## config.mk

```make
export PLATFORM = sky130hd
export DESIGN_NAME = ram_arbiter
export DESIGN_NICKNAME = d
export VERILOG_FILES = /design/src/rtl/ram_arb_pkg.sv /design/src/rtl/ram_arb_rr.sv /design/src/rtl/ram_arbiter.sv
export SDC_FILE = /design/constraint.sdc
export NUM_CORES = 1
export LEC_CHECK = 0
export ABC_CLOCK_PERIOD_IN_PS = 5100
export CAP_MARGIN = 0
export CORE_MARGIN = 2
export CORE_UTILIZATION = 40
export DETAILED_ROUTE_END_ITERATION = 10
export PLACE_DENSITY_LB_ADDON = 0.05
export SYNTH_ARGS = -nofsm -noshare
export SYNTH_HDL_FRONTEND = slang
export SYNTH_SLANG_ARGS = --single-unit
```

## constraint.sdc

```tcl
create_clock -name clk -period 5.1 [get_ports clk]
set_clock_uncertainty 0.1 [all_clocks]
set_input_delay 0.51 -clock clk [delete_from_list [all_inputs] [get_ports clk]]
set_output_delay 0.51 -clock clk [all_outputs]
set_load 0.01 [all_outputs]
```

## src/rtl/ram_arb_pkg.sv

```systemverilog
// Shared types and defaults for the two-port SRAM arbiter.
package ram_arb_pkg;

  typedef enum logic [1:0] {
    ST_IDLE  = 2'd0,
    ST_ISSUE = 2'd1,
    ST_WAIT  = 2'd2,
    ST_DONE  = 2'd3
  } state_t;

  localparam logic PORT_A = 1'b0;
  localparam logic PORT_B = 1'b1;

  localparam int ADDR_W_DEF  = 17;
  localparam int DATA_W_DEF  = 16;
  localparam int TIMEOUT_DEF = 15;
  localparam int CNT_W       = 8;

endpackage

```

## src/rtl/ram_arb_rr.sv

```systemverilog
// Two-way round-robin pick; a tie goes to the port that did not win last.
module ram_arb_rr
  import ram_arb_pkg::*;
(
  input  logic a_req,
  input  logic b_req,
  input  logic last_grant,
  output logic grant_valid,
  output logic grant_idx
);

  always_comb begin
    grant_valid = a_req | b_req;
    if (a_req && b_req) begin
      grant_idx = ~last_grant;
    end else if (b_req) begin
      grant_idx = PORT_B;
    end else begin
      grant_idx = PORT_A;
    end
  end

endmodule

```

## src/rtl/ram_arbiter.sv

```systemverilog
// Round-robin arbiter and access sequencer for the dual-SRAM front end.
// Every output is registered; a watchdog bounds each access to TIMEOUT wait cycles.
module ram_arbiter
  import ram_arb_pkg::*;
#(
  parameter int ADDR_W  = ADDR_W_DEF,
  parameter int DATA_W  = DATA_W_DEF,
  parameter int TIMEOUT = TIMEOUT_DEF
) (
  input  logic              clk,
  input  logic              rst,
  input  logic              a_req,
  input  logic              a_we,
  input  logic [ADDR_W-1:0] a_addr,
  input  logic [DATA_W-1:0] a_wdata,
  output logic              a_ack,
  output logic              a_err,
  input  logic              b_req,
  input  logic              b_we,
  input  logic [ADDR_W-1:0] b_addr,
  input  logic [DATA_W-1:0] b_wdata,
  output logic              b_ack,
  output logic              b_err,
  output logic [DATA_W-1:0] rdata,
  output logic              mem_en_n,
  output logic              mem_re,
  output logic              mem_we,
  output logic [ADDR_W-1:0] mem_addr,
  output logic [DATA_W-1:0] mem_wdata,
  input  logic              mem_done,
  input  logic [DATA_W-1:0] mem_rdata
);

  state_t             state_q, state_d;
  logic               last_grant;
  logic               cmd_idx;
  logic               cmd_we;
  logic [ADDR_W-1:0]  cmd_addr;
  logic [DATA_W-1:0]  cmd_wdata;
  logic [CNT_W-1:0]   cnt;
  logic               grant_valid, grant_idx;
  logic               latch, issue, cnt_inc, done_ok, done_to;

  ram_arb_rr u_rr (
    .a_req       (a_req),
    .b_req       (b_req),
    .last_grant  (last_grant),
    .grant_valid (grant_valid),
    .grant_idx   (grant_idx)
  );

  always_ff @(posedge clk or negedge rst) begin
    if (!rst) state_q <= ST_IDLE;
    else      state_q <= state_d;
  end

  always_comb begin
    state_d = state_q;
    latch   = 1'b0;
    issue   = 1'b0;
    cnt_inc = 1'b0;
    done_ok = 1'b0;
    done_to = 1'b0;
    case (state_q)
      ST_IDLE: begin
        if (grant_valid) begin
          latch   = 1'b1;
          state_d = ST_ISSUE;
        end
      end
      ST_ISSUE: begin
        issue   = 1'b1;
        state_d = ST_WAIT;
      end
      ST_WAIT: begin
        // A completion in the same cycle as the watchdog expiry still counts as success.
        if (mem_done) begin
          done_ok = 1'b1;
          state_d = ST_DONE;
        end else if (cnt == CNT_W'(TIMEOUT)) begin
          done_to = 1'b1;
          state_d = ST_DONE;
        end else begin
          cnt_inc = 1'b1;
        end
      end
      ST_DONE:  state_d = ST_IDLE;
      default:  state_d = ST_IDLE;
    endcase
  end

  always_ff @(posedge clk or negedge rst) begin
    if (!rst) begin
      last_grant <= PORT_B;
      cmd_idx    <= PORT_A;
      cmd_we     <= 1'b0;
      cmd_addr   <= '0;
      cmd_wdata  <= '0;
      cnt        <= '0;
      a_ack      <= 1'b0;
      a_err      <= 1'b0;
      b_ack      <= 1'b0;
      b_err      <= 1'b0;
      rdata      <= '0;
      mem_en_n   <= 1'b1;
      mem_re     <= 1'b0;
      mem_we     <= 1'b0;
      mem_addr   <= '0;
      mem_wdata  <= '0;
    end else begin
      a_ack <= 1'b0;
      a_err <= 1'b0;
      b_ack <= 1'b0;
      b_err <= 1'b0;
      if (latch) begin
        cmd_idx    <= grant_idx;
        last_grant <= grant_idx;
        if (grant_idx == PORT_B) begin
          cmd_we    <= b_we;
          cmd_addr  <= b_addr;
          cmd_wdata <= b_wdata;
        end else begin
          cmd_we    <= a_we;
          cmd_addr  <= a_addr;
          cmd_wdata <= a_wdata;
        end
      end
      if (issue) begin
        mem_en_n  <= 1'b0;
        mem_re    <= ~cmd_we;
        mem_we    <= cmd_we;
        mem_addr  <= cmd_addr;
        mem_wdata <= cmd_wdata;
        cnt       <= '0;
      end
      if (cnt_inc) cnt <= cnt + CNT_W'(1);
      if (done_ok || done_to) begin
        mem_en_n <= 1'b1;
        mem_re   <= 1'b0;
        mem_we   <= 1'b0;
        if (!cmd_we) rdata <= done_ok ? mem_rdata : '0;
        if (cmd_idx == PORT_B) begin
          b_ack <= 1'b1;
          b_err <= done_to;
        end else begin
          a_ack <= 1'b1;
          a_err <= done_to;
        end
      end
    end
  end

endmodule

```

==> results_dict.tcl <==
set metrics [dict create \
    synth_edf_count 0 \
    antenna_found_initial 0 \
    maxSlewHeadroom_pct 29.5 \
    top_layer_used "met4" \
    root_buffer "clkbuf_8" \
    synth-seq-area-share_pct 60.0 \
    fp-row-count 37 \
    crit_path_max_fanout 23 \
    dp_hpwl_um 6380 \
    reg2reg_from "state_q[1]" \
    grt_pass1_vias 3079 \
    power.leakage_nw 2.64 \
    clk_pin_slew_worst_paths_ns 0.09 \
    yosysTopAreaCell "dfrtp_1" \
    drc 0 \
    yosys-top-cells-area "dfrtp_1 (59%), mux2_2 (9.2%), mux2i_1 (8.9%), o21ai_0 (4.5%), a22o_1 (3.9%)" \
    drt-total-wl_um 9120 \
    cp_slowest_cell "clkdlybuf4s50_1" \
    peakVddDrop_mv 0.267 \
    rr_endpoint "cnt[2]" \
    finalSetupTns_ns 0 \
    maxCapViolations 0 \
    port_buffers 144 \
    synth.distinct_cells 38 \
    ant_nets 0 \
    final_net_count 572 \
    crit_path_end "cmd_wdata[8]" \
    routedLengthMet1_um 3880 \
    die_h_um 107 \
    layout_min_cycle_time_ns 2.33 \
    synth.cell_area_mm2 0.00426 \
    routedWlPerCell_um 14.7 \
    numCtsBuffers 9 \
    post_cts_buffers 0 \
    total_power_w 0.00318 \
    place.gp.congestion 0.737 \
    clock_sinks 102 \
    met3_wirelength_um 678 \
    dr_total_vias 3021 \
    area_growth_pct 41.4 \
    placed_cell_area_mm2 0.00584 \
    crit_path_start "b_req" \
    synth_flop_cell "dfrtp_1" \
    synth_seq_cells 102 \
    drive_above_1_share_pct 13.2 \
    ys_warn_count 0 \
    cts_tree "done" \
    async_reset_ff_share_pct 100 \
    synth_cells 340 \
    r2r_setup_slack_ns 2.85 \
    dr.pass1.iters 4 \
    drtIter0Drc 81 \
    h-tree-depth 3 \
    die_area_mm2 0.0115 \
    crit_buf_inv 2 \
    antenna_cells 0 \
    core_mm2 0.0103 \
    grt_pass1_wl_um 14800 \
    hold_path_class "in2async" \
    syn_area_per_cell_um2 12.5 \
    max_stage_delay_ns 0.57 \
    clk_latency_ns 0.35 \
    mostFrequentLayoutCells "clkdlybuf4s50_1 (143), dfrtp_1 (100), o21ai_0 (38), mux2i_1 (38), nand2_1 (37)" \
    grtUsageTotal_pct 16.6 \
    final-max-slew-violation-count 0 \
    setup_viol_count_final 0 \
    netlist.area_leader.share_pct 58.7 \
    hold_viol_final 0 \
    synth_fp_nets 433 \
    met2_length_um 4520 \
    multi_input_area_mm2 0.00164 \
    r2r_cells 4 \
    start_util_pct 41.3 \
    cts_hold_repair.buffers 0 \
    avgViaCountPerCell 4.87 \
    cts_resized 0 \
    grt_overflow_total 0 \
    pin_count 145 \
    worstPathArrival_ns 2.45 \
    die_w_um 107 \
    fin_crit_sh_pct 45.6 \
    critPathTopFamily "buffers and inverters" \
    startpoint_type "primary input" \
    worstMarginPinSlew_ns 1.06 \
    cp_cell_sequence "clkdlybuf4s50_1 > a21boi_4 > buf_4 > mux2i_1 > o21ai_0" \
    clk_path_buf_depth 2 \
    rsz0062_at_grt "no" \
    required_ns 5.22 \
    grt_max_degree 70 \
    final_area_mm2 0.00603 \
    max_freq_ghz 0.430 \
    status "complete, no violations" \
    ff_latch_area_mm2 0.00255 \
    cp-end-kind "register" \
    final.fill_count 866 \
    critical_path_class "in2reg" \
    worst-path-stages 5 \
    final_common_cell "clkdlybuf4s50_1" \
    powerDensity_mw_per_mm2 527 \
]
-- stage by stage --
stage                     setup WS, ns  utilization, %  hold slack (ns)  instances
after detailed placement          2.36            56.6            0.365        604
after CTS                         2.75            58.4            0.117        620
after floorplan                   3.15               -            0.114        340
after global placement            2.41            56.6            0.358        604
final                             2.77            58.4           0.0935        620
after global routing              2.64            58.4            0.146        620
-- registers in the layout, summed over array words and instances (netlist names), 2 cells and up --
register / count
cmd_addr: 17
cmd_wdata: 16
cnt: 8
mem_addr: 17
mem_wdata: 16
rdata: 16
state_q: 2
-- how the worst min path moves through the flow --
stage,to,slack [ns],cells past startpoint
6_report,cnt[7],0.09,1
3_3_place_gp,cmd_wdata[13],0.36,2
4_1_cts,cnt[7],0.12,1
2_1_floorplan,a_ack,0.11,0
5_1_grt,cnt[7],0.15,1
3_5_place_dp,cmd_wdata[1],0.37,2
-- synth_stat cells, drive strengths merged, types with 2 or more instances --
cell,count
a22o,19
a21boi,2
clkbuf,13
o21ai,41
inv,5
nor2,9
nor2b,3
nand3b,2
a21oi,2
nor3,2
and3,2
and2,2
dfstp,2
dfrtp,100
mux2,36
nor4,2
mux2i,38
nand3,3
ha,4
buf,6
nand2,37
-- worst reg2reg max path, cell delays in order (launching register included) --
cell	delay (ns)
dfrtp_1	0.40
inv_1	0.09
ha_2	0.89
and2b_1	0.31
a221o_1	0.35
-- power breakdown --
group | switching, W | leakage (nW) | total [W] | internal (W)
Sequential | 0.000185 | 1.28 | 0.00136 | 0.00117
Combinational | 0.000573 | 1.27 | 0.00135 | 0.000772
Clock | 0.000258 | 0.0954 | 0.000475 | 0.000216
-- cell families (layout without fill, tap and decap cells) --
group                    count (synthesis)  after routing  share of synthesized area, %
buffers and inverters                   24            168                          2.26
AND/OR/NAND/NOR                         66             66                          7.25
XOR/XNOR                                 1              1                         0.206
adder cells (fa/ha/maj)                  4              4                          1.17
AO/OA/AOI/OAI                           69             69                          10.7
flip-flops                             102            102                          60.0
multiplexers                            74             74                          18.4
-- layout make-up --
cell class | instances | share of cell area, %
clock inverters | 3 | 0.291
repair buffers | 147 | 24.2
clock buffers | 13 | 2.80
inverters | 5 | 0.311
well taps | 136 | 2.82
multi-input cells | 214 | 27.1
flip-flops and latches | 102 | 42.4
-- metal layers --
layer,GRT usage [%],vias to the layer above
met5,0,-
met4,4.73,0
met3,6.32,2
met2,28.0,84
met1,19.7,1454
li1,-,1481
(Power assumes the default switching activity.)
